## src/rtl/axis_bram_pkg.sv

```systemverilog
// Shared types and sizing helpers for the stream-to-BRAM packet writer.
package axis_bram_pkg;

   typedef enum logic [1:0] {
      S_IDLE,
      S_DATA,
      S_DRAIN,
      S_DONE
   } state_t;

   // One extra bit so a full memory's worth of beats is representable.
   localparam int BEAT_CNT_EXTRA_BITS = 1;

   function automatic int beat_cnt_width(input int addr_width);
      return addr_width + BEAT_CNT_EXTRA_BITS;
   endfunction

endpackage

```

## src/rtl/axis_bram_packet_writer.sv

```systemverilog
// AXI4-Stream slave that writes one armed packet into a BRAM write port with
// per-byte enables, end-of-memory stop/wrap handling and a completion report.
module axis_bram_packet_writer
   import axis_bram_pkg::*;
#(
   parameter int DATA_WIDTH = 512,
   parameter int KEEP_WIDTH = DATA_WIDTH / 8,
   parameter int ADDR_WIDTH = 10,
   parameter int MEM_DEPTH  = 1024,
   parameter int WRAP_MODE  = 0
) (
   input  logic                  axis_clk,
   input  logic                  reset_n,
   input  logic                  start,
   input  logic [ADDR_WIDTH-1:0] base_addr,
   input  logic                  t_valid,
   output logic                  t_ready,
   input  logic [DATA_WIDTH-1:0] t_data,
   input  logic [KEEP_WIDTH-1:0] t_keep,
   input  logic                  t_last,
   output logic                  bram_ena,
   output logic [KEEP_WIDTH-1:0] bram_wena,
   output logic [ADDR_WIDTH-1:0] bram_address,
   output logic [DATA_WIDTH-1:0] bram_data,
   output logic                  pkt_done,
   output logic [ADDR_WIDTH:0]   pkt_beats,
   output logic                  overflow,
   output logic                  busy
);

   localparam int CNT_W = beat_cnt_width(ADDR_WIDTH);
   localparam logic [ADDR_WIDTH-1:0] LAST_ADDR = ADDR_WIDTH'(MEM_DEPTH - 1);
   localparam logic [CNT_W-1:0]      DEPTH_CNT = CNT_W'(MEM_DEPTH);

   state_t                  state_reg;
   logic [ADDR_WIDTH-1:0]   wr_ptr_reg;
   logic [CNT_W-1:0]        beat_cnt_reg;
   logic                    t_ready_reg;
   logic                    bram_ena_reg;
   logic [KEEP_WIDTH-1:0]   bram_wena_reg;
   logic [ADDR_WIDTH-1:0]   bram_address_reg;
   logic [DATA_WIDTH-1:0]   bram_data_reg;
   logic                    pkt_done_reg;
   logic [CNT_W-1:0]        pkt_beats_reg;
   logic                    overflow_reg;

   logic [DATA_WIDTH-1:0]   masked_data;
   logic                    accept;
   logic                    has_bytes;
   logic                    at_end;
   logic                    cnt_sat;
   logic                    base_in_range;
   logic [ADDR_WIDTH-1:0]   wr_ptr_next;
   logic [CNT_W-1:0]        beat_cnt_next;

   generate
      for (genvar gi = 0; gi < KEEP_WIDTH; gi++) begin : g_lane
         assign masked_data[8*gi +: 8] = t_keep[gi] ? t_data[8*gi +: 8] : 8'h00;
      end
   endgenerate

   assign accept        = t_valid && t_ready_reg;
   assign has_bytes     = |t_keep;
   assign at_end        = (wr_ptr_reg == LAST_ADDR);
   assign cnt_sat       = (beat_cnt_reg == DEPTH_CNT);
   assign base_in_range = ({1'b0, base_addr} < DEPTH_CNT);
   // Pointer wraps at MEM_DEPTH, which need not be a power of two.
   assign wr_ptr_next   = at_end ? '0 : wr_ptr_reg + ADDR_WIDTH'(1);
   assign beat_cnt_next = cnt_sat ? beat_cnt_reg : beat_cnt_reg + CNT_W'(1);

   always_ff @(posedge axis_clk or negedge reset_n) begin
      if (!reset_n) begin
         state_reg        <= S_IDLE;
         wr_ptr_reg       <= '0;
         beat_cnt_reg     <= '0;
         t_ready_reg      <= 1'b0;
         bram_ena_reg     <= 1'b0;
         bram_wena_reg    <= '0;
         bram_address_reg <= '0;
         bram_data_reg    <= '0;
         pkt_done_reg     <= 1'b0;
         pkt_beats_reg    <= '0;
         overflow_reg     <= 1'b0;
      end else begin
         bram_ena_reg  <= 1'b0;
         bram_wena_reg <= '0;
         pkt_done_reg  <= 1'b0;
         case (state_reg)
            S_IDLE: begin
               if (start) begin
                  wr_ptr_reg    <= base_in_range ? base_addr : '0;
                  beat_cnt_reg  <= '0;
                  overflow_reg  <= 1'b0;
                  pkt_beats_reg <= '0;
                  t_ready_reg   <= 1'b1;
                  state_reg     <= S_DATA;
               end
            end
            S_DATA: begin
               if (accept) begin
                  if (has_bytes) begin
                     bram_ena_reg     <= 1'b1;
                     bram_wena_reg    <= t_keep;
                     bram_address_reg <= wr_ptr_reg;
                     bram_data_reg    <= masked_data;
                     wr_ptr_reg       <= wr_ptr_next;
                     beat_cnt_reg     <= beat_cnt_next;
                     if (cnt_sat) begin
                        overflow_reg <= 1'b1;
                     end
                  end
                  if (t_last) begin
                     pkt_beats_reg <= has_bytes ? beat_cnt_next : beat_cnt_reg;
                     pkt_done_reg  <= 1'b1;
                     t_ready_reg   <= 1'b0;
                     state_reg     <= S_DONE;
                  end else if (has_bytes && at_end && (WRAP_MODE == 0)) begin
                     overflow_reg <= 1'b1;
                     state_reg    <= S_DRAIN;
                  end
               end
            end
            S_DRAIN: begin
               if (accept && t_last) begin
                  pkt_beats_reg <= beat_cnt_reg;
                  pkt_done_reg  <= 1'b1;
                  t_ready_reg   <= 1'b0;
                  state_reg     <= S_DONE;
               end
            end
            S_DONE: begin
               state_reg <= S_IDLE;
            end
            default: begin
               t_ready_reg <= 1'b0;
               state_reg   <= S_IDLE;
            end
         endcase
      end
   end

   assign t_ready      = t_ready_reg;
   assign bram_ena     = bram_ena_reg;
   assign bram_wena    = bram_wena_reg;
   assign bram_address = bram_address_reg;
   assign bram_data    = bram_data_reg;
   assign pkt_done     = pkt_done_reg;
   assign pkt_beats    = pkt_beats_reg;
   assign overflow     = overflow_reg;
   assign busy         = (state_reg != S_IDLE);

endmodule

```

## config.mk

```make
export PLATFORM = sky130hd
export DESIGN_NAME = axis_bram_packet_writer
export DESIGN_NICKNAME = d
export VERILOG_FILES = /design/src/rtl/axis_bram_pkg.sv /design/src/rtl/axis_bram_packet_writer.sv
export SDC_FILE = /design/constraint.sdc
export NUM_CORES = 1
export LEC_CHECK = 0
export CORE_AREA = 5 5 458 460
export CTS_CLUSTER_SIZE = 40
export DETAILED_ROUTE_END_ITERATION = 8
export DIE_AREA = 0 0 463 465
export MAX_ROUTING_LAYER = met4
export SLEW_MARGIN = 0
export SYNTH_ARGS = -nofsm -noshare
export SYNTH_HDL_FRONTEND = slang
export SYNTH_SLANG_ARGS = --single-unit
```

## constraint.sdc

```tcl
create_clock -name axis_clk -period 1.91 [get_ports axis_clk]
set_input_delay 0.382 -clock axis_clk [delete_from_list [all_inputs] [get_ports axis_clk]]
set_output_delay 0.382 -clock axis_clk [all_outputs]
set_load 0.02 [all_outputs]
```

Word-level counts from Yosys, hierarchy flattened

Index checks and enable logic that the tools add are counted.

Reductions and logical operators: 13
Eq/ne operators: 11
Add/subtract/negate cells: 2
Muxes and demuxes: 106

Operators by type and width:

| cell                                                            | count |
|---|---|
| 8-bit 2-to-1 mux                                                | 64 |
| 64-bit 2-to-1 mux                                               | 3 |
| 11-bit 2-to-1 mux                                               | 7 |
| 64-bit OR reduction                                             | 1 |
| 10-bit 2-to-1 mux                                               | 4 |
| 11-bit case mux with 3 select lines                             | 1 |
| 11-bit case mux with 2 select lines                             | 1 |
| 10-bit case mux with 2 select lines                             | 1 |
| 1-bit 2-to-1 mux                                                | 16 |
| 11-bit by 1-bit adder with 11-bit output, second input constant | 1 |
| 11-bit == test, second input constant                           | 1 |
| 10-bit by 1-bit adder with 10-bit output, second input constant | 1 |
| 10-bit == test, second input constant                           | 1 |
| 2-bit 2-to-1 mux                                                | 5 |
| 2-bit != test, second input constant                            | 5 |
| 2-bit case mux with 4 select lines                              | 1 |
| 4-bit AND reduction                                             | 2 |
| 3-bit AND reduction                                             | 2 |
| 5-bit AND reduction                                             | 1 |
| 2-bit == test, second input constant                            | 2 |
| 1-bit case mux with 2 select lines                              | 2 |
| 2-bit nonzero test                                              | 2 |
| 1-bit logical AND                                               | 3 |
| 3-bit != test, second input constant                            | 1 |
| 4 further kinds                                                 | 4 |

Output and inout port bits: 602
Bits of input ports: 591
Logic and storage cells: 143
Register bits: 624

Depth between registers and ports, before layout

Depth after elaboration: 7
Gate-level depth with buffers: 11
Mapped depth without buffers: 8

Worst setup path after synthesis

OpenSTA, ideal clock, no wires.

Path kind: input to register
From: in t_keep[1]
To: reg bram_wena_reg[35] (netlist: bram_wena[35])
Setup time: 0.119 ns
Arrival time: 2.228 ns
Path buffers: 4
Stages: 10
Path slack: -0.437 ns
Data required time: 1.791 ns
Cell sequence: clkbuf_1 nor4_1 nand4_1 or4_1 buf_2 nand2b_2 inv_2 buf_2 clkbuf_1 and2_1

Word-level cells in the longest chain between the ends: 4

Ends and longest elaborated chain:

| what                 | line                           | source |
|---|---|---|
| start, declared      | axis_bram_packet_writer.sv:19  | `input logic [KEEP_WIDTH-1:0] t_keep,` |
| 64-bit OR reduction  | axis_bram_packet_writer.sv:63  | `assign has_bytes = \|t_keep;` |
| 64-bit 2-to-1 mux    | axis_bram_packet_writer.sv:101 | `if (has_bytes) begin` |
| 64-bit 2-to-1 mux    | axis_bram_packet_writer.sv:100 | `if (accept) begin` |
| 64-bit 2-to-1 mux    | axis_bram_packet_writer.sv:88  | `case (state_reg)` |
| end signal, assigned | axis_bram_packet_writer.sv:103 | `bram_wena_reg <= t_keep;` |
| end, declared        | axis_bram_packet_writer.sv:40  | `logic [KEEP_WIDTH-1:0] bram_wena_reg;` |

No other way between the ends.
A chain may end at the register's enable or synchronous reset.

Final worst setup path

From: in t_keep[13]
To: reg bram_data_reg[254] (netlist: bram_data[254])

Word-level cells in the longest chain between the ends: 2

Ends and longest elaborated chain:

| what                          | line                           | source |
|---|---|---|
| 64-bit OR reduction           | axis_bram_packet_writer.sv:63  |  |
| 3-bit AND reduction (no line) | n/a                            |  |
| end signal, assigned          | axis_bram_packet_writer.sv:105 | `bram_data_reg <= masked_data;` |
| end, declared                 | axis_bram_packet_writer.sv:42  | `logic [DATA_WIDTH-1:0] bram_data_reg;` |

No other way between the ends.

==> impl_summary.md <==
STA
Setup total negative slack on the finished layout was measured at -485.14 ns. Setup violations remaining at the end of the flow were counted as 1183. The minimum clock period after layout is 2.65 ns.

Of the available clock period, the critical path in the final layout requires 1.39. The count of final max-slew check failures is 0. Setup repair after global routing could not meet its margin everywhere.

The final worst-path setup slack is -0.737 ns. The final number of hold-violating endpoints was 0. The worst setup skew after layout is 0.0507 ns.

The worst relative slew slack is 0.558. The transition at the pin with the smallest max-transition slack is 0.663 ns. Derived from the worst setup path, the maximum achievable clock frequency is 0.378 GHz.

Clocking
Clock tree synthesis found a total of 624 sinks. The count of H-tree levels built during CTS is 3. For the worst-skew pair, the clock arrives at the later sink with an insertion delay of 0.71 ns. The number of clock buffers added by TritonCTS is 76. The longest clock path from root to sink contains 3 buffers. TritonCTS built the clock tree.

The register clock-pin slew on the reported worst setup and hold paths is 0.06 ns. The root buffer cell is sky130_fd_sc_hd__clkbuf_16.

Place
The minimum setup slack after placement is -2.54 ns. The wire-length estimate of the detail-placed layout is 160000 um. The count of input and output buffers is 1192. At the end of routability-driven placement, the weighted congestion stood at 0.936.

Route
The DRC violation count after routing is 0. The pre-antenna-repair detailed-routing pass consisted of 5 iterations. The detailed router finished its first iteration with 2269 violations. The vias per cell is 3.89. The detailed-route wire length is 202000 um.

Dividing the detail-routed wire length by the instance count gives 28.9 um. The detailed-route via count is 27200. The count of nets left with antenna violations after detail routing is 0.

Synth
The complex-gate fraction of the synthesized area is 0.0205. The share of synthesized cell area in full adder, half adder and majority cells is 0.00297. The cell area after technology mapping is 25200 sq um. The count of yosys warnings during synthesis is 0.

Synthesis produced a netlist whose cell count is 2697. After synthesis, the share of cell area in mux cells is 0.00337. Of the total synthesized cell area, the portion taken by AND, OR, NAND and NOR gates is 0.302. Yosys mapped a number of flops with a built-in enable equal to 0.

The mean post-synth cell area is 9.36 sq um. Counting flops and latches in the post-synthesis netlist gives 624. Counting distinct cell types in the post-synthesis netlist gives 53. The fraction of synthesized cell area in xor and xnor cells is 0.00139.

For this run, the leading register cell type out of synthesis is sky130_fd_sc_hd__dfrtp_1. The main combinational cell family by area after synthesis is simple AND/OR/NAND/NOR gates. The post-synth net total is 3294. The proportion of synthesized chip area in sequential cells is 0.619. The share of flip-flops with an asynchronous set or reset after synthesis is 1.00.

Final layout
The library cell used most frequently in the layout, excluding fill and tap cells, is sky130_fd_sc_hd__clkdlybuf4s50_1. In the final layout, the share of cells above drive strength 1 is 0.205. Measured on the finished design, the core utilization comes to 0.238.

Compared with the post-synthesis result, the final layout area differs by 93.6%. Leaving out fill and tap cells, the most frequent cells in the layout are sky130_fd_sc_hd__clkdlybuf4s50_1 (1114), sky130_fd_sc_hd__nand2_1 (1043), sky130_fd_sc_hd__dfrtp_1 (624), sky130_fd_sc_hd__nand3_1 (282), sky130_fd_sc_hd__buf_4 (224). The register with the most flip-flops in the layout has 512 of them. The final-stage net count is 4717.

Floorplan
For this configuration, the core starts out at a cell density of 0.123. The die is 463 um wide. The initialized floorplan defines 167 standard-cell rows. The number of top-level design ports is 1193. The y dimension of the die is 465 um.

The placeable core region is 206000 sq um. The area of the die is 215000 sq um.

GRT
The number of global-route vias before repair is 27400. The remaining global-route overflow is 0. The number of antenna violations at the first check in global routing is 185. Across every metal layer, demand over resource in global routing totals 0.184.

The first-pass GRT wire length is 259000 um. Entering global routing, the biggest net connects 76 pins.

Critical path
For this run, the slowest stage of the critical path takes 0.56 ns. The setup slack on the worst flop-to-flop path is -0.27 ns. In this run the critical register-to-register path is launched from state_reg[1]$_DFFE_PN0P_.

Measured in cells, the most critical reg-to-reg path has a length of 13. Counting both buffers and inverters, the worst setup path holds a total of 9. The startpoint type of the worst setup path is an input port.

The end of the worst register-to-register path is bram_data[368]$_DFFE_PN0P_. The data arrival at the endpoint of the critical path is 3.23 ns. The dominant delay contributor by cell family on the critical path is buffers and inverters. Of all nets on the critical path, the largest fanout is 7.

Among all stages on the critical path, the largest delay is contributed by sky130_fd_sc_hd__or4_4. The data required time of the critical path is 2.49 ns. The endpoint kind of the worst setup timing path is a flop. The most common cell type on the critical path is sky130_fd_sc_hd__buf_12.

Traced cell by cell, the critical path runs through clkdlybuf4s50_1, nor4_2, buf_4, nand4_1, buf_12, or4_4, nand2b_4, buf_12, clkinv_16, buf_12, buf_12, buf_16, clkbuf_16, nand3_2, nand2_1. The type of the worst setup path is input port to flop.

Min path
The kind of path behind the tightest hold check is input port to flop. The worst hold path begins at t_keep[54]. For hold timing, the worst endpoint is bram_data[439]$_DFFE_PN0P_. The cell depth of the worst min-delay path is 4.

Run
The max-capacitance violation count is 0.

Run status
The run finished, with violations left. The final reports fail on setup timing.

Power and ir drop
The maximum vdd drop is 0.578 mV. Summed over all cells, the static leakage comes to 0.0222 uW. Power spread over the standard cell area amounts to 639 nW/um^2.
==> where the power goes <==
group / total (uW) / internal [uW] / leakage [uW] / switching (uW)
logic: 2460 / 1270 / 0.0122 / 1200
registers: 13200 / 13200 / 0.00870 / 0
clock network: 15600 / 9060 / 0.00131 / 6510
==> layout make-up <==
class	instances	area [sq um]
Clock buffer	106	2180
Multi-Input combinational cell	1861	10100
Antenna cell	109	273
Timing Repair Buffer	1547	16800
Fill cell	22100	157000
Sequential cell	624	15600
Clock inverter	34	470
Inverter	9	60.1
Tap cell	2704	3380
Timing Repair inverter	1	30.0
==> Yosys cell counts, drive strengths merged (2+ instances only) <==
cell       n  area share
a21o       2     0.00059
o211ai     3     0.00089
nand4     10      0.0025
nand3    525        0.10
mux2       4      0.0018
a21oi     19      0.0038
a211oi     2     0.00059
a22oi      7      0.0021
nor4      18      0.0047
a31oi      5      0.0012
o22ai      5      0.0012
and3       5      0.0012
o21ai     23      0.0046
o31ai      2     0.00059
xnor2      2     0.00069
a22o       4      0.0014
nor2b      4     0.00099
nand2   1081        0.16
mux2i      4      0.0016
xor2       2     0.00069
inv        9      0.0013
or3        5      0.0012
nor3       4     0.00079
nor3b      7      0.0021
clkbuf    44      0.0066
dfrtp    624        0.62
or2        2     0.00050
buf      159       0.044
nor2      27      0.0040
nor4b      2     0.00069
a221o      3      0.0012
and2      66       0.016
ha         6      0.0030
==> metrics by stage <==
step | instances | cell area, sq um | hold WS, ns | total power (uW)
after floorplan | 2697 | 25900 | 0.0864 | 13700
after CTS | 6866 | 47500 | 0.0404 | 31700
after global routing | 6979 | 48800 | 0.0936 | 32300
after global placement | 6638 | 41600 | 0.269 | 15800
final | 6995 | 48900 | 0.137 | 31300
after detailed placement | 6641 | 41700 | 0.263 | 15800
==> per-layer routing <==
| metal | share of wire | up-vias | GRT usage |
|---|---|---|---|
| met3 | 0.11 | 342 | 0.0780 |
| met4 | 0.052 | 0 | 0.0730 |
| met5 | 0 | - | - |
| li1 | - | 11800 | - |
| met1 | 0.36 | 13400 | 0.195 |
| met2 | 0.48 | 1571 | 0.304 |
==> tightest hold or removal path, cell delays in order <==
cell	delay, ns
sky130_fd_sc_hd__buf_8	0.10
sky130_fd_sc_hd__buf_4	0.19
sky130_fd_sc_hd__nand3_2	0.07
sky130_fd_sc_hd__nand2_1	0.04
==> how the worst max path moves through the flow <==
stage,slack [ns],end,start,cells after the start
final,-0.74,bram_data[254]$_DFFE_PN0P_,t_keep[13],15
after global routing,-0.79,bram_data[466]$_DFFE_PN0P_,t_keep[36],14
after CTS,-0.72,bram_data[407]$_DFFE_PN0P_,t_keep[54],14
after detailed placement,-2.54,wr_ptr_reg[3]$_DFFE_PN0P_,t_keep[36],11
after global placement,-3.29,wr_ptr_reg[3]$_DFFE_PN0P_,t_keep[57],11
after floorplan,-0.35,beat_cnt_reg[10]$_DFFE_PN0P_,t_keep[57],7
==> cell families (layout without fill, tap and decap cells) <==
kind of cell | count (synthesis) | in the layout
adders and majority gates | 6 | 6
AOI/OAI and AO/OA | 82 | 82
other | 0 | 109
and+or+nand+nor | 1761 | 1761
DFF | 624 | 624
muxes | 8 | 8
xor gates and xnor gates | 4 | 4
buffers and inverters | 212 | 1697
==> timing repair <==
| item | 4_1_cts | 5_1_grt |
|---|---|---|
| pin swaps | 136 | 80 |
| hold buffers | 1 | 0 |
| endpoints found under the hold margin | 275 | 0 |
| endpoints found under the setup margin | 1183 | 1183 |
| buffers inserted | 44 | 6 |
| gates cloned | 42 | 19 |
| gates resized for setup | 385 | 157 |
No activity file was read; power rests on OpenSTA's default activity.
==> patch, RTL diff (config.mk and constraints unchanged) <==
`DATA_WIDTH`: 512 -> 256.
--- a/src/rtl/axis_bram_packet_writer.sv
+++ b/src/rtl/axis_bram_packet_writer.sv
@@ -3,7 +3,7 @@
 module axis_bram_packet_writer
    import axis_bram_pkg::*;
 #(
-   parameter int DATA_WIDTH = 512,
+   parameter int DATA_WIDTH = 256,
    parameter int KEEP_WIDTH = DATA_WIDTH / 8,
    parameter int ADDR_WIDTH = 10,
    parameter int MEM_DEPTH  = 1024,
Interface: changed (resized bram_data, bram_wena, t_data and t_keep); port bits go from 1193 to 617. No check against the original RTL was run, so the function may have changed too.
==> patch against the unedited design <==
The flow still finishes with violations (setup timing); area after synthesis decreased by 40%; power decreased by 44%; largest power group unchanged; core utilization decreased by 9.9 points; largest cell class is now flip-flops and latches; synthesized cell count decreased by 44%; setup slack improved by 0.53 ns; wire length decreased by 58%; final area decreased by 42%; critical path type unchanged; sequential cell count decreased by 288.
==> patch: results (changes against the unedited design) <==
* Maximum vdd drop at 583 uV (+0.89%)
* Met3 Track Usage GR at 0.0206 (-0.0574)
* Wire length of the first global-routing pass at 113000 microns (-56%)
* Setup violators final at 520 (-56%)
* Cells after Synth at 1506 (-44%)
* Met1 demand-to-capacity share in global routing at 0.0791 (-0.116)
* Violations in the final reports: setup timing
* Met3 wire length at 4660 microns (-79%)
* Average vias per placed instance at 2.81 (-28%)
* Cell types occupying the most area after synthesis: sky130_fd_sc_hd__dfrtp_1, sky130_fd_sc_hd__nand2_1, sky130_fd_sc_hd__nand3_2
* Run status: complete, but fails checks
* Proportion of power drawn by the clock network at 0.520 (+0.022)
* Setup TNS Final at -53.15 ns (+432.00 ns)
* Worst endpoint data arrival time at 2.63 ns (-0.60 ns)
* Net count reported at finish at 2555 (-46%)
* Dpl hpwl at 65200 microns (-59%)
* Clock distribution power at 9.09 mW (-42%)
* Fin worst setup slack at -0.208 ns (+0.529 ns)
* Post-Route Skew at 0.0225 ns (-0.0282 ns)
* Post-place instance area at 25400 sq um (-39%)
* Final core occ at 0.139 (-0.0992)
* Total nets after synthesis at 1815 (-45%)
* GR met2 Demand/Resource at 0.132 (-0.171)
* Total track usage at 0.0755 (-0.108)
* Count of input and output buffers at 616 (-48%)
* Largest net degree at the start of global routing at 54 (-29%)
* Total wire length after detailed routing at 84700 microns (-58%)
* Clock Latency Late Sink at 0.64 ns (-0.07 ns)
-- patch: worst paths after layout --
kind | from | to | slack, ns | depth (start not counted)
worst min register to register | bram_data[193] | bram_data[193] | 0.46 | 2
max in group asynchronous | reset_n | bram_data[181] | 0.89 | 3
min in group asynchronous | reset_n | wr_ptr_reg[2] | 0.26 | 2
worst min-delay path | t_keep[24] | bram_data[194] | 0.15 | 4
worst max register to register | state_reg[0] | wr_ptr_reg[6] | -0.16 | 6
worst max-delay path | t_keep[24] | bram_wena[26] | -0.21 | 11
-- patch: kinds of logic (layout without fill, tap and decap cells) --
kind of cell | count (synthesis) | count (layout) | synth area share
adders and majority gates | 6 | 6 | 0.00498
buffers and inverters | 123 | 896 | 0.0545
AOI/OAI and AO/OA | 74 | 74 | 0.0332
and+or+nand+nor | 960 | 961 | 0.345
xor gates and xnor gates | 4 | 4 | 0.00232
muxes | 3 | 3 | 0.00208
other | 0 | 14 | 0
DFF | 336 | 336 | 0.558
-- patch: area by class of cell --
| class | instances | area share |
|---|---|---|
| repair inverters | 2 | 0.00211 |
| flip-flops and latches | 336 | 0.295 |
| repair buffers | 804 | 0.292 |
| well taps | 2704 | 0.119 |
| clock inverters | 16 | 0.00988 |
| clock buffers | 65 | 0.0457 |
| multi-input cells | 1048 | 0.233 |
| inverters | 9 | 0.00211 |
| diodes | 14 | 0.00123 |
-- patch: worst reg2reg max path: stages (launching register included) --
cell and delay (ns):
sky130_fd_sc_hd__dfrtp_1 0.41, sky130_fd_sc_hd__buf_4 0.15, sky130_fd_sc_hd__ha_4 0.19, sky130_fd_sc_hd__a21boi_4 0.17, sky130_fd_sc_hd__or3_4 0.47, sky130_fd_sc_hd__or4b_4 0.53
sky130_fd_sc_hd__nand3_2 0.08
